==> src/rtl/pipe_pkg.sv <==
// Shared pipeline definitions: control-bundle layout, stage payload widths and
// the occupancy encoding used by the inter-stage registers.
package pipe_pkg;

  localparam int XLEN     = 32;
  localparam int OPCODE_W = 7;
  localparam int CTRL_W   = 10;

  // Payload widths of the four inter-stage registers
  localparam int IFID_DATA_W  = 2 * XLEN;             // pc, instruction
  localparam int IDEX_DATA_W  = 4 * XLEN + XLEN;      // pc, rs1, rs2, imm, reg ids
  localparam int EXMEM_DATA_W = 3 * XLEN;             // alu result, store data, reg ids
  localparam int MEMWB_DATA_W = 3 * XLEN;             // load data, alu result, reg ids

  // Control bundle bit positions
  localparam int CTL_MEMTOREG = 0;
  localparam int CTL_MEMREAD  = 1;
  localparam int CTL_MEMWRITE = 2;
  localparam int CTL_REGWRITE = 3;
  localparam int CTL_BRANCH   = 4;
  localparam int CTL_ALUSRC   = 5;
  localparam int CTL_ALUOP_LO = 6;
  localparam int CTL_ALUOP_HI = 7;

  // Number of entries held by a stage register
  typedef enum logic [1:0] {
    OCC_EMPTY = 2'd0,
    OCC_ONE   = 2'd1,
    OCC_FULL  = 2'd2
  } occ_e;

  // True when a control bundle would update architectural state downstream
  function automatic logic ctrl_has_side_effect(input logic [CTRL_W-1:0] ctrl);
    return ctrl[CTL_MEMWRITE] | ctrl[CTL_REGWRITE];
  endfunction

endpackage

==> src/rtl/pipe_slot.sv <==
// One storage entry of a pipeline stage register: valid flag, payload and
// control bundle. Clearing an entry zeroes its control so a bubble can never
// trigger a write; the payload is left untouched on clear.
module pipe_slot
  import pipe_pkg::*;
#(
  parameter int DATA_W = 8,
  parameter int CTRL_W = pipe_pkg::CTRL_W
) (
  input  logic              clk,
  input  logic              rst,
  input  logic              load,
  input  logic              clear,
  input  logic [DATA_W-1:0] d_data,
  input  logic [CTRL_W-1:0] d_ctrl,
  output logic              valid,
  output logic [DATA_W-1:0] data,
  output logic [CTRL_W-1:0] ctrl
);

  logic              valid_r;
  logic [DATA_W-1:0] data_r;
  logic [CTRL_W-1:0] ctrl_r;

  // Entry storage: clear wins over load, otherwise hold
  always_ff @(posedge clk or negedge rst) begin
    if (!rst) begin
      valid_r <= 1'b0;
      data_r  <= {DATA_W{1'b0}};
      ctrl_r  <= {CTRL_W{1'b0}};
    end else if (clear) begin
      valid_r <= 1'b0;
      ctrl_r  <= {CTRL_W{1'b0}};
    end else if (load) begin
      valid_r <= 1'b1;
      data_r  <= d_data;
      ctrl_r  <= d_ctrl;
    end else begin
      valid_r <= valid_r;
      data_r  <= data_r;
      ctrl_r  <= ctrl_r;
    end
  end

  assign valid = valid_r;
  assign data  = data_r;
  assign ctrl  = ctrl_r;

endmodule

==> src/rtl/pipe_stage_hs.sv <==
// Generic valid/ready pipeline stage register. With SKID=1 a second entry
// absorbs the beat arriving during a stall so that in_ready comes straight
// from a flop; with SKID=0 a single entry is used and in_ready looks through
// to out_ready. Flush kills every held and incoming beat on the next edge.
module pipe_stage_hs
  import pipe_pkg::*;
#(
  parameter int DATA_W = IDEX_DATA_W,
  parameter int CTRL_W = pipe_pkg::CTRL_W,
  parameter bit SKID   = 1'b1
) (
  input  logic              clk,
  input  logic              rst,
  input  logic              flush,
  input  logic              in_valid,
  output logic              in_ready,
  input  logic [DATA_W-1:0] in_data,
  input  logic [CTRL_W-1:0] in_ctrl,
  output logic              out_valid,
  input  logic              out_ready,
  output logic [DATA_W-1:0] out_data,
  output logic [CTRL_W-1:0] out_ctrl,
  output logic [1:0]        occ
);

  logic              acc_s;
  logic              pop_s;
  logic              main_valid_s;
  logic [DATA_W-1:0] main_data_s;
  logic [CTRL_W-1:0] main_ctrl_s;
  logic              main_load_s;
  logic              main_clear_s;
  occ_e              occ_r;
  occ_e              occ_next_s;

  assign acc_s = in_valid & in_ready;
  assign pop_s = main_valid_s & out_ready;

  generate
    if (SKID) begin : g_skid
      logic              skid_valid_s;
      logic [DATA_W-1:0] skid_data_s;
      logic [CTRL_W-1:0] skid_ctrl_s;
      logic              skid_load_s;
      logic              skid_clear_s;
      logic [DATA_W-1:0] main_src_data_s;
      logic [CTRL_W-1:0] main_src_ctrl_s;

      // A held skid beat is always the older one, so it refills main first
      assign in_ready        = ~skid_valid_s;
      assign main_src_data_s = skid_valid_s ? skid_data_s : in_data;
      assign main_src_ctrl_s = skid_valid_s ? skid_ctrl_s : in_ctrl;

      // Slot load/clear decisions and next occupancy for the two-entry stage
      always_comb begin
        main_load_s  = 1'b0;
        main_clear_s = 1'b0;
        skid_load_s  = 1'b0;
        skid_clear_s = 1'b0;
        occ_next_s   = occ_r;
        if (flush) begin
          main_clear_s = 1'b1;
          skid_clear_s = 1'b1;
          occ_next_s   = OCC_EMPTY;
        end else begin
          case (occ_r)
            OCC_EMPTY: begin
              if (acc_s) begin
                main_load_s = 1'b1;
                occ_next_s  = OCC_ONE;
              end else begin
                occ_next_s  = OCC_EMPTY;
              end
            end
            OCC_ONE: begin
              if (pop_s && acc_s) begin
                main_load_s  = 1'b1;
                occ_next_s   = OCC_ONE;
              end else if (pop_s) begin
                main_clear_s = 1'b1;
                occ_next_s   = OCC_EMPTY;
              end else if (acc_s) begin
                skid_load_s  = 1'b1;
                occ_next_s   = OCC_FULL;
              end else begin
                occ_next_s   = OCC_ONE;
              end
            end
            OCC_FULL: begin
              if (pop_s) begin
                main_load_s  = 1'b1;
                skid_clear_s = 1'b1;
                occ_next_s   = OCC_ONE;
              end else begin
                occ_next_s   = OCC_FULL;
              end
            end
            default: begin
              main_clear_s = 1'b1;
              skid_clear_s = 1'b1;
              occ_next_s   = OCC_EMPTY;
            end
          endcase
        end
      end

      pipe_slot #(.DATA_W(DATA_W), .CTRL_W(CTRL_W)) u_main (
        .clk    (clk),
        .rst    (rst),
        .load   (main_load_s),
        .clear  (main_clear_s),
        .d_data (main_src_data_s),
        .d_ctrl (main_src_ctrl_s),
        .valid  (main_valid_s),
        .data   (main_data_s),
        .ctrl   (main_ctrl_s)
      );

      pipe_slot #(.DATA_W(DATA_W), .CTRL_W(CTRL_W)) u_skid (
        .clk    (clk),
        .rst    (rst),
        .load   (skid_load_s),
        .clear  (skid_clear_s),
        .d_data (in_data),
        .d_ctrl (in_ctrl),
        .valid  (skid_valid_s),
        .data   (skid_data_s),
        .ctrl   (skid_ctrl_s)
      );
    end else begin : g_single
      // A full entry can still accept when it is being drained this cycle
      assign in_ready = ~main_valid_s | out_ready;

      // Slot load/clear decisions and next occupancy for the single-entry stage
      always_comb begin
        main_load_s  = 1'b0;
        main_clear_s = 1'b0;
        occ_next_s   = occ_r;
        if (flush) begin
          main_clear_s = 1'b1;
          occ_next_s   = OCC_EMPTY;
        end else if (acc_s) begin
          main_load_s  = 1'b1;
          occ_next_s   = OCC_ONE;
        end else if (pop_s) begin
          main_clear_s = 1'b1;
          occ_next_s   = OCC_EMPTY;
        end else begin
          occ_next_s   = occ_r;
        end
      end

      pipe_slot #(.DATA_W(DATA_W), .CTRL_W(CTRL_W)) u_main (
        .clk    (clk),
        .rst    (rst),
        .load   (main_load_s),
        .clear  (main_clear_s),
        .d_data (in_data),
        .d_ctrl (in_ctrl),
        .valid  (main_valid_s),
        .data   (main_data_s),
        .ctrl   (main_ctrl_s)
      );
    end
  endgenerate

  // Occupancy state, mirrors the number of valid slots
  always_ff @(posedge clk or negedge rst) begin
    if (!rst) begin
      occ_r <= OCC_EMPTY;
    end else begin
      occ_r <= occ_next_s;
    end
  end

  assign out_valid = main_valid_s;
  assign out_data  = main_data_s;
  assign out_ctrl  = main_ctrl_s;
  assign occ       = occ_r;

endmodule

==> config.mk <==
export PLATFORM = sky130hd
export DESIGN_NAME = pipe_stage_hs
export DESIGN_NICKNAME = d
export VERILOG_FILES = /design/src/rtl/pipe_pkg.sv /design/src/rtl/pipe_slot.sv /design/src/rtl/pipe_stage_hs.sv
export SDC_FILE = /design/constraint.sdc
export NUM_CORES = 1
export LEC_CHECK = 0
export CAP_MARGIN = 10
export CORE_UTILIZATION = 54
export CTS_BUF_LIST = sky130_fd_sc_hd__clkbuf_16
export DETAILED_ROUTE_END_ITERATION = 10
export PLACE_DENSITY = 0.83
export SETUP_SLACK_MARGIN = 0.02
export SKIP_LAST_GASP = 1
export SLEW_MARGIN = 20
export SYNTH_ARGS = -nofsm -noshare
export SYNTH_HDL_FRONTEND = slang
export SYNTH_SLANG_ARGS = --single-unit
==> constraint.sdc <==
create_clock -name clk -period 7.54 [get_ports clk]
set_input_delay 1.508 -clock clk [delete_from_list [all_inputs] [get_ports clk]]
set_output_delay 1.508 -clock clk [all_outputs]
set_load 0.01 [all_outputs]
**Word-level counts from Yosys, hierarchy flattened**

Cells that the tools add are included.

- Output and inout port bits: 174
- Logic and storage cells: 53
- Register bits after elaboration: 344
- Input port bits: 175

- Reductions and logical operators: 8
- Eq/ne operators: 2
- Multiplexer cells: 31
- Bitwise logic cells: 5

Operator list:

| operator | number |
|---|---|
| 160-bit 2-to-1 mux | 1 |
| 10-bit 2-to-1 mux | 5 |
| 1-bit 2-to-1 mux | 16 |
| 2-bit 2-to-1 mux | 5 |
| 2-bit one-hot mux with 3 select lines | 1 |
| 1-bit one-hot mux with 2 select lines | 2 |
| 2-bit AND reduction | 2 |
| 2-bit nonzero test | 2 |
| 2-bit OR reduction | 2 |
| 1-bit NOT | 3 |
| 1-bit one-hot mux with 3 select lines | 1 |
| 1-bit AND | 2 |
| 2-bit by 1-bit equality test with 1-bit output, second input constant | 1 |
| 2-bit equality test, second input constant | 1 |
| 2-bit zero test | 1 |
| 1-bit logical AND | 1 |

**Logic depth before layout (Yosys ltp)**

- Word-level depth: 9
- Gate-level depth with buffers: 10
- Depth with buffers taken out: 6

**Hierarchy**

Synthesis repeated with hierarchy kept, for this count alone.

- Cell total of the unflattened synthesis: 960
- Area, all modules: 15020.7 µm²

Modules (own cells, without submodules):

| module | cells an instance | times used | sequential area each (µm²) | area each (µm²) |
|---|---|---|---|---|
| pipe_slot | 374 | 2 | 4279.1 | 6399.9 |
| pipe_stage_hs | 212 | 1 | 50.0 | 2220.9 |

**Worst setup path before layout**

Ideal clock, no wire load.

- Kind: input to register
- Start point: input port out_ready
- End point: register g_skid.u_main.data_r[100] (netlist: g_skid.u_main.data[100])
- Data arrival time: 3.073 ns
- Required time: 7.412 ns
- Path buffers: 2
- Path slack: 4.339 ns
- Stages: 7
- Cells stage by stage: and2_1 -> ha_1 -> o21a_1 -> a2111oi_4 -> buf_6 -> buf_4 -> mux2_1

- Longest elaborated chain between the ends: 7
- Elaborated cells between the ends (all ways): 11
- Those cells by class: 7 x mux; 2 x bitwise; 2 x reduce/logical

RTL lines:

| what | line | RTL |
|---|---|---|
| start, declared | pipe_stage_hs.sv:20 | `input logic out_ready,` |
| 1-bit AND * | pipe_stage_hs.sv:37 | `assign pop_s = main_valid_s & out_ready;` |
| 1-bit 2-to-1 mux / 1-bit logical AND (equally long branches) | pipe_stage_hs.sv:79, pipe_stage_hs.sv:90, pipe_stage_hs.sv:76 |  |
| 1-bit 2-to-1 mux | pipe_stage_hs.sv:76 | `if (pop_s && acc_s) begin` |
| 1-bit one-hot mux with 2 select lines | pipe_stage_hs.sv:66 | `case (occ_r)` |
| 1-bit 2-to-1 mux | pipe_stage_hs.sv:61 | `if (flush) begin` |
| 1-bit NOT (no line) | -- |  |
| 2-bit AND reduction (no line) * | -- |  |
| end signal, assigned | pipe_slot.sv:29 | `data_r <= {DATA_W{1'b0}};` |
| end signal, assigned | pipe_slot.sv:36 | `data_r <= d_data;` |
| end signal, assigned | pipe_slot.sv:40 | `data_r <= data_r;` |
| end, declared | pipe_slot.sv:22 | `logic [DATA_W-1:0] data_r;` |

Mark *: on every way between the ends. The rest lies on a longest branch, timed or not.
A chain may end at the register's enable or synchronous reset.

**Worst setup path in the final report**

- Start point: register g_skid.u_skid.valid_r (netlist: g_skid.u_skid.valid)
- End point: output port in_ready

- Longest elaborated chain between the ends: 1

RTL lines:

| what | line | RTL |
|---|---|---|
| start, declared | pipe_slot.sv:21 | `logic valid_r;` |
| start signal, assigned | pipe_slot.sv:39 | `valid_r <= valid_r;` |
| 1-bit NOT | pipe_stage_hs.sv:50 | `assign in_ready = ~skid_valid_s;` |
| end, declared | pipe_stage_hs.sv:16 | `output logic in_ready,` |

No other way between the ends.

==> summary.md <==
| Metric | Value |
|---|---|
| Post-synth EDFFs | 0 |
| Combinational power share | 0.286 |
| Vert. Die Dim | 168 microns |
| Switching power of the nets | 0.00171 W |
| Worst hold path stage count | 1 |
| Area of the die | 28,300 sq um |
| Root Driver | sky130_fd_sc_hd__clkbuf_16 |
| Highest Clock Rate | 0.227 GHz |
| Final-report setup violation count | 0 |
| Average instance area after synthesis | 15.5 sq um |
| Worst Setup Path Type | flop to output pin |
| Clock edge transition at the registers on the reported setup and hold paths | 60 ps |
| Switching power share of the total | 0.269 |
| WL/cell | 20.3 microns |
| Cells taking the most area after synthesis | sky130_fd_sc_hd__dfrtp_1 58%, sky130_fd_sc_hd__mux2_2 29%, sky130_fd_sc_hd__mux2_1 7.5%, sky130_fd_sc_hd__buf_2 0.81%, sky130_fd_sc_hd__clkbuf_1 0.65% |
| Effective utilization at floorplan | 0.552 |
| Number of antenna violations at the first check in global routing | 7 |
| Maximum number of pins on one net before global-route repair | 193 |
| Yosys warning count | 0 |
| Register-to-register path setup slack | 3480 ps |
| Share of the cycle needed by the critical path after routing | 0.583 |
| Remaining DRCs | 0 |
| Cell area after synthesis | 14,900 sq um |
| Number of nets in the final layout | 1,477 |
| Clock sink count | 344 |
| Std cell rows | 60 |
| Worst Reg2Reg Path Length in Cells | 9 |
| Number of max-slew violations in the final report | 0 |
| Via count | 9,188 |
| Cell variety after synth | 29 |
| Pleak | 8.19 nW |
| Crit path DAT | 2890 ps |
| Proportion of netlist area held by the largest area contributor | 0.577 |
| Worst min path class | flop to flop |
| Count of state elements after synthesis | 344 |
| Port-buffer cells | 348 |
| Setup repair after global routing missed its margin | false |
| Terminating pin of the worst hold path | g_skid.u_main.data[62] |
| Fraction of power consumed by the clock network | 0.264 |
| Core area | 27,000 sq um |
| Proportion of power drawn by flip-flops and latches | 0.449 |
| Worst R2R Start | g_skid.u_skid.valid |
| Combined global-route utilization of all metal layers | 0.243 |
| Worst-Margin Slew | 1010 ps |
| Worst-path fanout max | 55 |
| Required time at the endpoint of the critical path | 6030 ps |
| Total power per unit cell area | 321 nW/um^2 |
| VDD IR max | 233 uV |
| Predominant post-synthesis flop cell | sky130_fd_sc_hd__dfrtp_1 |
| Per-cell via count in the routed design | 5.50 |
| Total overflow reported by the global router | 0 |
| Destination of the worst register-to-register timing path | g_skid.u_main.data[100] |
| Mapped Cells | 963 |
| Post-cts resize count | 0 |
| Number of global-route vias before repair | 9,908 |
| Max H-tree Level | 2 |
| First-pass DRT Iterations | 4 |
| Total of hold buffers inserted after clock tree synthesis | 0 |
| MaxCap Viol Count | 0 |
| Initial DRC Count | 422 |
| Int Pwr | 0.00465 W |
| IO Count | 349 |
| Global-route wire length before repair | 54,300 microns |
| Setup TNS Final | 0 ps |
| Fraction of layout instances using a drive strength above 1 | 0.348 |
| Leading area contributor after synthesis | sky130_fd_sc_hd__dfrtp_1 |
| Overall routed net length | 34,000 microns |
| Post-CTS Setup Bufs | 0 |
| Clock tree from TritonCTS | yes |
| Post-synthesis net count | 1,139 |
| Most frequent cell after synthesis | sky130_fd_sc_hd__mux2_2 |
| Clock Latency Late Sink | 520 ps |
| Tightest slew margin relative to the limit | 0.326 |
| Number of buffers between clock root and the deepest sink | 3 |
| Die Width | 168 microns |
| CP startpoint kind | flop |
| Final RePlAce weighted congestion | 0.775 |
| Number of buffers added by the clock tree synthesis step | 38 |
| Post-synth ARST share | 1.00 |
| Total power draw | 0.00636 W |
| Worst Hold Launch | g_skid.u_main.data[62] |
| Layout overhead on the synthesized area | 32.8% |
| Minimum clock period | 4400 ps |
| Residual antenna-violating net count after detailed routing | 0 |
| Post-synthesis sequential area ratio | 0.577 |
| Type of destination of the critical path | output pin |
| Cell types with the highest counts after synthesis | 390 x sky130_fd_sc_hd__mux2_2, 344 x sky130_fd_sc_hd__dfrtp_1, 100 x sky130_fd_sc_hd__mux2_1, 26 x sky130_fd_sc_hd__clkbuf_1, 24 x sky130_fd_sc_hd__buf_2 |
| Status | finished, final reports clean |
| Detailed-placement wirelength estimate | 21,900 microns |
| Clock tree skew after final layout | 18.6 ps |
| Number of failing hold endpoints at the final stage | 0 |
-- metrics by stage --
stage	instance area [sq um]	cells	hold slack (ps)	utilization	setup slack [ps]
4_1_cts	19800	1666	488	0.731	3110
3_5_place_dp	18600	1601	475	0.690	2710
5_1_grt	19800	1671	495	0.733	3010
2_1_floorplan	14900	963	460	-	4340
6_report	19800	1672	480	0.733	3140
3_3_place_gp	18600	1601	467	0.690	2800
-- flip-flops by register name, summed over array words and instances, names as in the netlist --
signal and flops:
g_skid.u_skid.ctrl 10, g_skid.u_main.ctrl 10, g_skid.u_skid.data 160, g_skid.u_main.valid 1
g_skid.u_skid.valid 1, g_skid.u_main.data 160, occ 2
-- worst max-delay path, cell delays in order, from the launching register on --
cell and delay [ps]:
sky130_fd_sc_hd__dfrtp_4 960, sky130_fd_sc_hd__buf_4 690, sky130_fd_sc_hd__inv_1 130, sky130_fd_sc_hd__clkdlybuf4s50_1 530
-- how the worst max path moves through the flow --
stage	startpoint	end	slack (ps)	cells after the start
finish	g_skid.u_skid.valid	in_ready	3140	3
global route	g_skid.u_skid.valid	in_ready	3010	3
CTS	g_skid.u_skid.valid	in_ready	3110	3
detailed placement	in_valid	g_skid.u_main.data[119]	2710	6
global placement	in_valid	g_skid.u_main.data[112]	2800	6
floorplan	out_ready	g_skid.u_main.data[100]	4340	7
-- cells in the final DEF (no fill, tap or decap), types with 2 or more instances in the layout --
cell type	synthesis	routed
sky130_fd_sc_hd__a2111oi_0	10	10
sky130_fd_sc_hd__a211oi_1	11	11
sky130_fd_sc_hd__a21o_1	2	2
sky130_fd_sc_hd__a21oi_1	4	4
sky130_fd_sc_hd__a22o_1	10	10
sky130_fd_sc_hd__buf_4	10	10
sky130_fd_sc_hd__clkbuf_16	0	41
sky130_fd_sc_hd__clkdlybuf4s50_1	0	347
sky130_fd_sc_hd__clkinv_1	0	7
sky130_fd_sc_hd__clkinv_2	0	11
sky130_fd_sc_hd__dfrtp_1	344	343
sky130_fd_sc_hd__diode_2	0	5
sky130_fd_sc_hd__inv_1	12	18
sky130_fd_sc_hd__mux2_1	100	100
sky130_fd_sc_hd__mux2_2	390	390
sky130_fd_sc_hd__nand2_1	2	2
-- power groups by stage --
stage | registers (W) | clock network [W] | logic (W)
3_5_place_dp | 0.00288 | 0 | 0.00183
6_report | 0.00286 | 0.00168 | 0.00182
2_1_floorplan | 0.00294 | 0 | 0.000767
5_1_grt | 0.00295 | 0.00179 | 0.00194
4_1_cts | 0.00286 | 0.00172 | 0.00184
3_3_place_gp | 0.00284 | 0 | 0.00178
-- per-layer routing --
metal  vias to the layer above  GRT usage  part of all wire  routed length [microns]
li1                       4183          -                 -                        -
met1                      4664      0.310              0.41                    13900
met2                       276      0.386              0.48                    16200
met3                        61     0.0809             0.082                     2770
met4                         4     0.0893             0.032                     1080
met5                         -          0           0.00079                       27
-- final cells by class --
type,count,area (sq um)
diodes,5,12.5
clock buffers,41,1030
clock inverters,24,104
fillers,1792,7220
inverters,12,45.0
multi-input cells,544,5960
flip-flops and latches,344,8610
well taps,341,427
repair buffers,361,3620
-- cells by family after synthesis --
family | synth area share
mux | 0.370
flops | 0.577
buf+inv | 0.0239
compound gates | 0.0242
simple gates | 0.00436
fa+ha+maj | 0.000838
Note: power is estimated with default switching activity, not from simulation.
